$ cat src/rtl/my_shift_reg.sv
// Parametrised multi-stage shift register: hold, shift up/down, parallel load,
// optional end-stage recirculation, and a saturating shift counter with done flag.
module my_shift_reg #(
  parameter int WIDTH  = 4,
  parameter int DEPTH  = 4,
  parameter int ROTATE = 0,
  parameter int CW     = 3
) (
  input  logic                     clk,
  input  logic                     rst_n,
  input  logic [1:0]               mode,
  input  logic [WIDTH-1:0]         sin,
  input  logic [WIDTH*DEPTH-1:0]   pdata,
  output logic [WIDTH*DEPTH-1:0]   pout,
  output logic [WIDTH-1:0]         sout_up,
  output logic [WIDTH-1:0]         sout_dn,
  output logic [CW-1:0]            shift_cnt,
  output logic                     done
);

  localparam int PW = WIDTH * DEPTH;
  localparam logic [CW-1:0] CNT_MAX = CW'(DEPTH);

  localparam logic [1:0] MODE_UP   = 2'b01;
  localparam logic [1:0] MODE_DN   = 2'b10;
  localparam logic [1:0] MODE_LOAD = 2'b11;

  logic [PW-1:0]    data_q, data_d;
  logic [CW-1:0]    cnt_q, cnt_d, cnt_inc;
  logic             done_q;
  logic [WIDTH-1:0] up_in, dn_in;

  // Stage i lives in data_q[i*WIDTH +: WIDTH]; stage 0 is the low slice.
  assign sout_up   = data_q[PW-1 -: WIDTH];
  assign sout_dn   = data_q[WIDTH-1:0];
  assign pout      = data_q;
  assign shift_cnt = cnt_q;
  assign done      = done_q;

  assign up_in   = (ROTATE != 0) ? sout_up : sin;
  assign dn_in   = (ROTATE != 0) ? sout_dn : sin;
  assign cnt_inc = (cnt_q == CNT_MAX) ? cnt_q : cnt_q + 1'b1;

  // Any mode value outside the three active encodings (including X) holds.
  always_comb begin
    data_d = data_q;
    cnt_d  = cnt_q;
    case (mode)
      MODE_UP: begin
        data_d = {data_q[PW-WIDTH-1:0], up_in};
        cnt_d  = cnt_inc;
      end
      MODE_DN: begin
        data_d = {dn_in, data_q[PW-1:WIDTH]};
        cnt_d  = cnt_inc;
      end
      MODE_LOAD: begin
        data_d = pdata;
        cnt_d  = '0;
      end
      default: begin
        data_d = data_q;
        cnt_d  = cnt_q;
      end
    endcase
  end

  always_ff @(posedge clk or negedge rst_n) begin
    if (!rst_n) begin
      data_q <= '0;
      cnt_q  <= '0;
      done_q <= 1'b0;
    end else begin
      data_q <= data_d;
      cnt_q  <= cnt_d;
      done_q <= (cnt_d == CNT_MAX);
    end
  end

endmodule
$ cat config.mk
export PLATFORM = sky130hd
export DESIGN_NAME = my_shift_reg
export DESIGN_NICKNAME = d
export VERILOG_FILES = /design/src/rtl/my_shift_reg.sv
export SDC_FILE = /design/constraint.sdc
export NUM_CORES = 1
export LEC_CHECK = 0
export ABC_CLOCK_PERIOD_IN_PS = 1910
export BUFFER_PORTS_ARGS = -buffer_cell sky130_fd_sc_hd__clkbuf_2
export CORE_MARGIN = 3
export CORE_UTILIZATION = 35
export DETAILED_ROUTE_END_ITERATION = 10
export PLACE_DENSITY = 0.68
export SETUP_SLACK_MARGIN = 0.2
export SYNTH_ARGS = -nofsm -noshare
export SYNTH_HDL_FRONTEND = slang
export SYNTH_SLANG_ARGS = --single-unit
export TNS_END_PERCENT = 1
$ cat constraint.sdc
create_clock -name clk -period 1.91 [get_ports clk]
set_input_delay 0.191 -clock clk [delete_from_list [all_inputs] [get_ports clk]]
set_output_delay 0.191 -clock clk [all_outputs]
set_load 0.005 [all_outputs]
==> impl_metrics.env <==
export IMPL_status="completed"
export IMPL_start_util=0.3688
export IMPL_ant_nets=0
export IMPL_slew_headroom=0.5329
export IMPL_first_iter_violations=70
export IMPL_final_hold_violation_count=0
export IMPL_clkTransAtPathRegs_ns=0.12
export IMPL_numCtsBuffers=3
export IMPL_via_per_inst=4.948
export IMPL_firstDrtPassIters=4
export IMPL_cts_sinks=20
export IMPL_drc=0
export IMPL_netlist_area_sq_um=1250
export IMPL_cp_endpoint="pout[0]$_DFFE_PN0P_"
export IMPL_r2r_slack_ns=0.53
export IMPL_power_density_nw_per_um2=864.7
export IMPL_die_w_um=65.76
export IMPL_layout_drive_gt1_share=0.3892
export IMPL_grt_max_degree=33
export IMPL_synthTopCellsByCount="inv_1, dfrtp_1, a21oi_1"
export IMPL_required_ns=2.09
export IMPL_crit_fanout=17
export IMPL_regToRegStartpoint="shift_cnt[0]$_DFF_PN0_"
export IMPL_setup_slack_ns=0.5090
export IMPL_fmax_ghz=0.7138
export IMPL_wire_per_inst_um=13.54
export IMPL_regArea_sq_um=500.5
export IMPL_synth_main_ff_cell="dfrtp_1"
export IMPL_synth_area_top_cells="dfrtp_1, a22o_1, a211oi_2"
export IMPL_cts_max_level=1
export IMPL_dp_cells=208
export IMPL_reg2reg_depth=5
export IMPL_multi_input_area_sq_um=538.0
export IMPL_cpMaxStageDelayCell="ha_1"
export IMPL_antenna_cells=0
export IMPL_ys_ff_latch=20
export IMPL_min_period_over_period=0.7335
export IMPL_startpoint_type="primary input"
export IMPL_reg2reg_to="done$_DFF_PN0_"
export IMPL_worst_path_buf_inv=2
export IMPL_cts_tree="yes"
export IMPL_clock_skew_ns=0.01038
export IMPL_ys_types=20
export IMPL_synth_top_cell_area_share=0.4004
export IMPL_yosysTopAreaCell="dfrtp_1"
export IMPL_antenna_found_initial=0
export IMPL_hpwl_um=2161
export IMPL_ir_worst_vdd_uv=392.2
export IMPL_power_leakage_nw=0.7797
export IMPL_rows=21
export IMPL_synth_most_common_cell="inv_1"
export IMPL_filler_cell_count=337
export IMPL_final_max_slew_viol_count=0
export IMPL_finalSetupViolations=0
export IMPL_vias=1054
export IMPL_yosysWarningCount=0
export IMPL_cts_buffer_depth=2
export IMPL_drv_cap=0
export IMPL_pre_cts_slack_ns=0.1775
export IMPL_postRouteWirelength_um=2885
export IMPL_cts_repair_resized=0
export IMPL_min_path_type="primary input to register"
export IMPL_die_area_sq_um=4324
export IMPL_crit_family="adder cells"
export IMPL_root_buffer="clkbuf_4"
export IMPL_rsz0062_at_grt="false"
export IMPL_synth_cells=126
export IMPL_io_pins=52
export IMPL_globalplace_congestion=0.7764
export IMPL_ys_async_sr_fraction=1.000
export IMPL_io_buffer_count=51
export IMPL_syn_num_nets=156
export IMPL_cts_setup_buffers=0
export IMPL_worst_pin_slew_ns=0.7007
export IMPL_finalSetupTns_ns=0
export IMPL_path_depth=6
export IMPL_synth_edf_count=0
export IMPL_area_growth_pct=20.32
export IMPL_die_height_um=65.76
export IMPL_slowest_delay_ns=0.58
export IMPL_clk_latency_ns=0.31
export IMPL_core_sq_um=3390
export IMPL_worstSetupPathType="primary input to register"
export IMPL_grt_overflow=0
export IMPL_nNetsFinal=198
export IMPL_avgSynthCellArea_sq_um=9.920
export IMPL_period_minus_slack_ns=1.401
export IMPL_grt_first_pass_wirelength_um=4816
export IMPL_endpoint_kind="register"
export IMPL_yosysSeqAreaShare=0.4004
export IMPL_critPathLaunch="mode[0]"
export IMPL_worstPathCellList="clkbuf_2 -> inv_1 -> ha_1 -> nor2_4 -> a211oi_1 -> a21oi_1"
export IMPL_grt_pass1_vias=1041
export IMPL_worstPathArrival_ns=1.58
export IMPL_grt_total_usage=0.1428
export IMPL_fin_cells=213
## cell usage in the layout, fill, tap and decap left out
cell           count
nand2_1            3
inv_1             22
nor4_1             1
a211oi_2           8
o21ai_0            2
a211oi_1           8
clkbuf_2          51
bufinv_16          1
ha_1               6
a31oi_1            1
nor2_1             1
clkbuf_4           3
dfrtp_1           20
a22o_1            16
a21oi_1           18
o2bb2ai_1          1
nor3b_1            1
nor2_4             1
nand3b_1           1
buf_4              1
dlygate4sd3_1      1
## metal layers
layer / part of all wire / global-route usage
met1: 0.44 / 0.1704
met2: 0.47 / 0.2390
met3: 0.084 / 0.05983
met4: 0.0038 / 0.02850
met5: 0 / 0
## worst min path at each step
stage	cells after the start	startpoint	slack, ns	endpoint
2_1_floorplan	0	rst_n	-0.10	done$_DFF_PN0_
3_3_place_gp	1	rst_n	0.19	pout[3]$_DFFE_PN0P_
3_5_place_dp	1	rst_n	0.19	pout[3]$_DFFE_PN0P_
4_1_cts	3	sin[3]	0.16	pout[3]$_DFFE_PN0P_
5_1_grt	3	sin[3]	0.16	pout[3]$_DFFE_PN0P_
6_report	3	sin[3]	0.17	pout[3]$_DFFE_PN0P_
## final cells by class
type | instances | area share
Multi-Input combinational cell | 68 | 0.3577
Sequential cell | 20 | 0.3328
Clock buffer | 3 | 0.01498
Timing Repair Buffer | 53 | 0.1814
Clock inverter | 1 | 0.01997
Tap cell | 46 | 0.03827
Inverter | 22 | 0.05491
## repair_timing
action                                 in CTS  in global routing
endpoints found under the hold margin      20                  0
hold buffers                                1                  0
setup endpoints to repair                   0                  0
## registers in the layout, summed over array words and instances, names as in the netlist
name and count:
pout 16, done 1, shift_cnt 3
## metrics by stage
| step | power (mW) | cell area [sq um] | util | hold WS, ns |
|---|---|---|---|---|
| after global routing | 1.395 | 1504 | 0.4437 | 0.1613 |
| after floorplan | 0.8265 | 1250 | - | -0.1046 |
| after CTS | 1.314 | 1504 | 0.4437 | 0.1635 |
| after global placement | 0.9455 | 1441 | 0.4252 | 0.1882 |
| final | 1.300 | 1504 | 0.4437 | 0.1672 |
| after detailed placement | 0.9624 | 1441 | 0.4252 | 0.1912 |
## cells by family after synthesis
logic type | count (synthesis) | share of synthesized area
AOI/OAI and AO/OA | 54 | 0.3323
adders and majority gates | 6 | 0.06006
buffers and inverters | 38 | 0.1692
DFF | 20 | 0.4004
and+or+nand+nor | 8 | 0.03804
## tightest hold or removal path: cells and delay by family
kind / cells / cell delay [ns]
buffers and inverters: 1 / 0.09
AOI/OAI and AO/OA: 2 / 0.17
## where the power goes
group / switching [mW] / internal, mW / total [mW]
logic: 0.188 / 0.188 / 0.376
clock network: 0.137 / 0.212 / 0.349
registers: 0.0815 / 0.494 / 0.575
Note: power is estimated with default switching activity, not from simulation.
